File: src/rtl/snitch_dma_req_arbiter.sv
// rtl/snitch_dma_req_arbiter.sv - round-robin DMA descriptor arbiter with in-order completion routing
//
// Collects transfer descriptors from NrReq requesters, grants one per cycle
// in round-robin order, queues them towards a single DMA backend and routes
// the backend's in-order completion pulses back to the owning requester.
//
// snitch_dma_req_arbiter_fifo ports:
//   clk_i, rst_ni      clock, asynchronous active-low reset
//   push_i, data_i     write side (push ignored when full unless popping)
//   pop_i, data_o      read side, data_o is the current head
//   empty_o, full_o    occupancy flags
//
// snitch_dma_req_arbiter ports:
//   clk_i, rst_ni                  clock, asynchronous active-low reset
//   req_valid_i / req_ready_o      per-requester descriptor handshake
//   req_src_i, req_dst_i           packed per-requester addresses
//   req_len_i                      packed per-requester lengths (bytes)
//   be_valid_o / be_ready_i        descriptor handshake to the backend
//   be_src_o, be_dst_o, be_len_o   head descriptor
//   be_done_i                      backend completion pulse (issue order)
//   done_o                         one-cycle completion pulse per requester
//   busy_o                         at least one transfer outstanding
//   err_o                          sticky: completion with nothing outstanding

module snitch_dma_req_arbiter_fifo #(
  parameter int unsigned Width = 8,
  parameter int unsigned Depth = 2
) (
  input  logic             clk_i,
  input  logic             rst_ni,
  input  logic             push_i,
  input  logic [Width-1:0] data_i,
  input  logic             pop_i,
  output logic [Width-1:0] data_o,
  output logic             empty_o,
  output logic             full_o
);

  localparam int unsigned PtrW = (Depth > 1) ? $clog2(Depth) : 1;
  localparam int unsigned CntW = $clog2(Depth + 1);

  logic [Width-1:0] mem_q [Depth];
  logic [PtrW-1:0]  wr_ptr_q;
  logic [PtrW-1:0]  rd_ptr_q;
  logic [CntW-1:0]  cnt_q;
  logic             push_ok;
  logic             pop_ok;

  assign empty_o = (cnt_q == '0);
  assign full_o  = (cnt_q == CntW'(Depth));
  assign data_o  = mem_q[rd_ptr_q];

  // A push into a full FIFO is legal when the head leaves in the same cycle;
  // the write slot then coincides with the slot just read out.
  assign pop_ok  = pop_i & ~empty_o;
  assign push_ok = push_i & (~full_o | pop_ok);

  always_ff @(posedge clk_i) begin
    if (push_ok) begin
      mem_q[wr_ptr_q] <= data_i;
    end
  end

  always_ff @(posedge clk_i or negedge rst_ni) begin
    if (!rst_ni) begin
      wr_ptr_q <= '0;
      rd_ptr_q <= '0;
      cnt_q    <= '0;
    end else begin
      if (push_ok) begin
        if (wr_ptr_q == PtrW'(Depth - 1)) begin
          wr_ptr_q <= '0;
        end else begin
          wr_ptr_q <= wr_ptr_q + PtrW'(1);
        end
      end
      if (pop_ok) begin
        if (rd_ptr_q == PtrW'(Depth - 1)) begin
          rd_ptr_q <= '0;
        end else begin
          rd_ptr_q <= rd_ptr_q + PtrW'(1);
        end
      end
      case ({push_ok, pop_ok})
        2'b10:   cnt_q <= cnt_q + CntW'(1);
        2'b01:   cnt_q <= cnt_q - CntW'(1);
        default: cnt_q <= cnt_q;
      endcase
    end
  end

endmodule

module snitch_dma_req_arbiter #(
  parameter int unsigned NrReq          = 9,
  parameter int unsigned AddrWidth      = 32,
  parameter int unsigned LenWidth       = 32,
  parameter int unsigned ReqFifoDepth   = 3,
  parameter int unsigned MaxOutstanding = 4
) (
  input  logic                          clk_i,
  input  logic                          rst_ni,
  input  logic [NrReq-1:0]              req_valid_i,
  output logic [NrReq-1:0]              req_ready_o,
  input  logic [NrReq*AddrWidth-1:0]    req_src_i,
  input  logic [NrReq*AddrWidth-1:0]    req_dst_i,
  input  logic [NrReq*LenWidth-1:0]     req_len_i,
  output logic                          be_valid_o,
  input  logic                          be_ready_i,
  output logic [AddrWidth-1:0]          be_src_o,
  output logic [AddrWidth-1:0]          be_dst_o,
  output logic [LenWidth-1:0]           be_len_o,
  input  logic                          be_done_i,
  output logic [NrReq-1:0]              done_o,
  output logic                          busy_o,
  output logic                          err_o
);

  localparam int unsigned IdxW  = (NrReq > 1) ? $clog2(NrReq) : 1;
  localparam int unsigned DescW = 2 * AddrWidth + LenWidth;

  logic [IdxW-1:0]  rr_q;
  logic [IdxW-1:0]  winner;
  logic             any_valid;
  logic             grant;
  logic             accept_ok;
  int unsigned      scan_idx;

  logic [DescW-1:0] push_desc;
  logic [DescW-1:0] head_desc;
  logic             req_empty;
  logic             req_full;

  logic [IdxW-1:0]  own_head;
  logic             own_empty;
  logic             own_full;
  logic             own_pop;

  logic [NrReq-1:0] done_next;
  logic [NrReq-1:0] done_q;
  logic             err_q;

  // Admission looks only at current occupancy, so a pop in this cycle does
  // not open a slot until the next one.
  assign accept_ok = ~req_full & ~own_full;

  // Round-robin scan starting at rr_q, wrapping past NrReq-1 back to 0.
  always_comb begin
    any_valid = 1'b0;
    winner    = '0;
    scan_idx  = 0;
    for (int i = 0; i < NrReq; i++) begin
      scan_idx = int'(rr_q) + i;
      if (scan_idx >= NrReq) begin
        scan_idx = scan_idx - NrReq;
      end
      if (!any_valid && req_valid_i[scan_idx]) begin
        any_valid = 1'b1;
        winner    = IdxW'(scan_idx);
      end
    end
  end

  // rst_ni gates the grant so that no requester sees ready during reset.
  assign grant = rst_ni & accept_ok & any_valid;

  always_comb begin
    req_ready_o = '0;
    push_desc   = '0;
    for (int i = 0; i < NrReq; i++) begin
      if (IdxW'(i) == winner) begin
        req_ready_o[i] = grant;
        push_desc      = {req_src_i[i*AddrWidth +: AddrWidth],
                          req_dst_i[i*AddrWidth +: AddrWidth],
                          req_len_i[i*LenWidth  +: LenWidth]};
      end
    end
  end

  always_ff @(posedge clk_i or negedge rst_ni) begin
    if (!rst_ni) begin
      rr_q <= '0;
    end else if (grant) begin
      if (winner == IdxW'(NrReq - 1)) begin
        rr_q <= '0;
      end else begin
        rr_q <= winner + IdxW'(1);
      end
    end
  end

  snitch_dma_req_arbiter_fifo #(
    .Width (DescW),
    .Depth (ReqFifoDepth)
  ) i_req_fifo (
    .clk_i   (clk_i),
    .rst_ni  (rst_ni),
    .push_i  (grant),
    .data_i  (push_desc),
    .pop_i   (be_valid_o & be_ready_i),
    .data_o  (head_desc),
    .empty_o (req_empty),
    .full_o  (req_full)
  );

  // Owner indices in issue order; the backend completes in the same order.
  snitch_dma_req_arbiter_fifo #(
    .Width (IdxW),
    .Depth (MaxOutstanding)
  ) i_own_fifo (
    .clk_i   (clk_i),
    .rst_ni  (rst_ni),
    .push_i  (grant),
    .data_i  (winner),
    .pop_i   (own_pop),
    .data_o  (own_head),
    .empty_o (own_empty),
    .full_o  (own_full)
  );

  assign be_valid_o = ~req_empty;
  assign be_src_o   = head_desc[DescW-1 -: AddrWidth];
  assign be_dst_o   = head_desc[LenWidth +: AddrWidth];
  assign be_len_o   = head_desc[LenWidth-1:0];

  assign own_pop = be_done_i & ~own_empty;

  always_comb begin
    done_next = '0;
    for (int i = 0; i < NrReq; i++) begin
      if (IdxW'(i) == own_head) begin
        done_next[i] = own_pop;
      end
    end
  end

  always_ff @(posedge clk_i or negedge rst_ni) begin
    if (!rst_ni) begin
      done_q <= '0;
      err_q  <= 1'b0;
    end else begin
      done_q <= done_next;
      if (be_done_i && own_empty) begin
        err_q <= 1'b1;
      end
    end
  end

  assign done_o = done_q;
  assign err_o  = err_q;
  assign busy_o = ~own_empty;

endmodule

File: config.mk
export PLATFORM = sky130hd
export DESIGN_NAME = snitch_dma_req_arbiter
export DESIGN_NICKNAME = d
export VERILOG_FILES = /design/src/rtl/snitch_dma_req_arbiter.sv
export SDC_FILE = /design/constraint.sdc
export NUM_CORES = 1
export LEC_CHECK = 0
export BUFFER_PORTS_ARGS = -buffer_cell sky130_fd_sc_hd__buf_2
export CORE_AREA = 2 2 389 391
export CTS_CLUSTER_DIAMETER = 100
export DETAILED_ROUTE_END_ITERATION = 6
export DIE_AREA = 0 0 391 393
export GPL_ROUTABILITY_DRIVEN = 0
export SYNTH_ARGS = -nofsm -noshare
export SYNTH_HDL_FRONTEND = slang
export SYNTH_SLANG_ARGS = --single-unit
File: constraint.sdc
create_clock -name clk_i -period 15.95 [get_ports clk_i]
set_input_delay 1.595 -clock clk_i [delete_from_list [all_inputs] [get_ports clk_i]]
set_output_delay 1.595 -clock clk_i [all_outputs]
set_load 0.01 [all_outputs]
==> results.yml <==
critical_path:
  end_kind: "primary output"
  crit_fanout: 32
  r2r_cells: 26
  rr_endpoint: "i_req_fifo.mem_q[2][62]"
  reg2reg_slack_ns: 7.11
  worstSetupStartpoint: "rr_q[2]"
  cp-start-kind: "flop"
  required_ns: 14.36
  worstSetupPathType: "reg -> out"
  r2r-start: "rr_q[2]"
  arrival_ns: 7.54
global_routing:
  grt_overflow: 0
  grt_max_degree: 135
  grt_pass1_vias: 24000
  grt_pass1_wl_um: 205000
  grt_use_total_pct: 19.7
  antenna_found_initial: 117
timing:
  rsz0062_at_grt: "false"
  fin_crit_ns: 9.14
  hold_violations: 0
  max_slew_margin_pct: 12.9
  setup_viol: 0
  period_share_pct: 57.3
  tightest_slew_ns: 1.29
  fmax_ghz: 0.109
  finClkSkew_ns: 0.0331
  drv_slew: 0
  finalSetupTns_ns: 0
drt:
  wl_per_cell_um: 28.8
  vias: 26200
  postRouteWirelength_um: 160000
  first_iter_violations: 2425
  detail_route.drc_violations: 0
  detail-route-antenna-nets: 0
  drt-vias-per-instance: 4.72
  dr.pass1.iters: 6
die:
  start_util_pct: 15.6
  die_h_um: 393
  pin_count: 994
  placeableCoreArea_mm2: 0.149
  die_area_mm2: 0.154
  fp.dieW_um: 391
  fp-row-count: 142
cts:
  clock_path_buffers: 3
  clk-insertion-delay-late_ns: 0.62
  cts-resized-gates: 0
  cts_tree: "yes"
  numCtsBuffers: 43
  postCtsSetupBuffers: 0
  cts_hold_buffers: 0
  h-tree-depth: 2
  root_buffer: "clkbuf_16"
  clkTransAtPathRegs_ns: 0.05
  cts_sinks: 331
run_status:
  status: "complete, no violations"
min_path:
  hold_path_depth: 1
  min_from: "err_o"
  holdPathEnd: "err_o"
  hp-class: "reg -> reg"
synthesis:
  yosysSeqAreaShare_pct: 42.1
  yosysWarnings: 0
  synth_fp_nets: 3589
  ys_ff_latch: 331
  synth_edf_count: 304
  async_flop_share_pct: 8.16
  synth_cells: 2677
  syn_avg_cell_area_um2: 8.71
  dominantRegCellSynth: "edfxtp_1"
  syn_area_mm2: 0.0233
  ys_types: 108
layout:
  n_fill_cell: 16500
  drive_gt1_share_pct: 33.5
  final_nets: 4429
  syn2layout_area_growth_pct: 35.7
place:
  dp_hpwl_um: 128000
  io_buffers: 993
flow_run:
  drv_cap: 0
## worst max path at each step
stage | end | slack [ns] | cells past startpoint
finish | req_ready_o[5] | 6.81 | 21
global route | req_ready_o[5] | 6.31 | 21
CTS | req_ready_o[5] | 6.77 | 21
detailed placement | i_req_fifo.mem_q[1][3] | 7.19 | 25
global placement | i_req_fifo.mem_q[0][66] | 7.43 | 25
floorplan | i_req_fifo.mem_q[2][0] | 4.39 | 18
## area by class of cell
class                   instances  area [um^2]  share of cell area, %
inverters                      29          111                  0.352
well taps                    1944         2430                   7.69
flip-flops and latches        331         9810                   31.0
clock inverters                33          279                  0.882
diodes                         62          155                  0.491
repair buffers               1040         5360                   16.9
multi-input cells            2072        12400                   39.2
clock buffers                  45         1080                   3.43
## metrics by stage
stage	instances	setup slack (ns)	hold WS [ns]	instance area, um^2	utilization (%)
after floorplan	2677	4.39	0.455	23300	-
after global placement	5416	7.43	0.459	30100	20.2
after detailed placement	5416	7.19	0.466	30100	20.2
after CTS	5494	6.77	0.480	31500	21.1
after global routing	5540	6.31	0.486	31600	21.2
final	5556	6.81	0.477	31600	21.2
## critical path: stages, from the launching register on
cell,delay [ns]
dfrtp_1,0.32
buf_4,0.33
clkinv_1,0.62
ha_1,0.45
inv_1,0.06
ha_1,0.31
nand4b_4,0.18
a211o_1,0.37
nand2_1,0.14
mux2_2,0.36
o221ai_2,0.23
nand2_1,0.30
nor2_1,0.30
nor4b_4,0.34
inv_1,0.07
a31oi_1,0.71
inv_1,0.30
ha_4,0.42
inv_2,0.28
buf_4,0.46
nor3_1,0.16
buf_2,0.19
## cell families (layout without fill, tap and decap cells)
logic type               after synthesis  after routing  synth area share (%)
AO/OA/AOI/OAI                       1058           1058                  28.7
AND/OR/NAND/NOR                      829            829                  15.4
flip-flops                           331            331                  42.1
buffers and inverters                274           1147                  5.18
multiplexers                         120            120                  5.52
adder cells (fa/ha/maj)               35             35                  1.91
XOR/XNOR                              30             30                  1.16
other                                  0             62                     0
## flip-flops by register name, summed over array words and instances, names as in the netlist
name,cells
i_own_fifo.wr_ptr_q,2
i_own_fifo.mem_q,16
i_req_fifo.cnt_q,2
i_req_fifo.wr_ptr_q,2
i_own_fifo.cnt_q,3
done_o,9
rr_q,4
i_req_fifo.mem_q,288
i_own_fifo.rd_ptr_q,2
err_o,1
i_req_fifo.rd_ptr_q,2
## per-layer routing
metal | vias to the layer above | GRT usage [%] | share of wire, %
met5 | - | 0.797 | 0.16
met4 | 16 | 11.2 | 5.8
met3 | 356 | 4.57 | 7.8
met2 | 1578 | 33.7 | 49
met1 | 12500 | 22.4 | 37
li1 | 11800 | - | -
## synthesized netlist by cell type, types with 7 or more instances
library cell | instances | area share (%)
a211o_1 | 8 | 0.30
a21o_1 | 7 | 0.23
a21oi_1 | 309 | 6.6
a221o_1 | 80 | 3.4
a22oi_1 | 99 | 3.2
a31oi_1 | 10 | 0.27
a32oi_1 | 18 | 0.68
and2_1 | 15 | 0.40
and3_1 | 11 | 0.30
buf_1 | 13 | 0.21
buf_2 | 34 | 0.73
buf_4 | 8 | 0.26
buf_6 | 14 | 0.68
clkbuf_1 | 176 | 2.8
dfrtp_1 | 27 | 2.9
edfxtp_1 | 304 | 39
ha_1 | 34 | 1.8
inv_1 | 25 | 0.40
mux2i_1 | 107 | 4.6
nand2_1 | 343 | 5.5
nand2b_1 | 13 | 0.35
nand3_1 | 38 | 0.82
nor2_1 | 320 | 5.2
nor2b_1 | 9 | 0.24
nor3_1 | 19 | 0.41
o211ai_1 | 11 | 0.35
o211ai_2 | 11 | 0.59
o21ai_0 | 370 | 7.9
o21ai_1 | 7 | 0.15
o221ai_1 | 7 | 0.26
o22ai_1 | 25 | 0.67
or3_1 | 14 | 0.38
xnor2_1 | 25 | 0.94
## cells in the final DEF, fill, tap and decap left out, types with 16 or more instances in the layout
master,synthesis,routed
dfrtp_1,27,24
mux2i_1,107,107
a32oi_1,18,18
ha_1,34,30
inv_1,25,24
o22ai_1,25,25
nor2_1,320,320
buf_2,34,993
diode_2,0,62
nor3_1,19,18
edfxtp_1,304,304
nand2_1,343,342
a21oi_1,309,309
o21ai_0,370,359
nand3_1,38,38
clkbuf_16,0,43
a221o_1,80,80
o21ai_1,7,16
a22oi_1,99,99
buf_4,8,44
xnor2_1,25,25
Power is not shown: default switching activity piles up to over one toggle a cycle in this logic, so the estimate is an artifact.
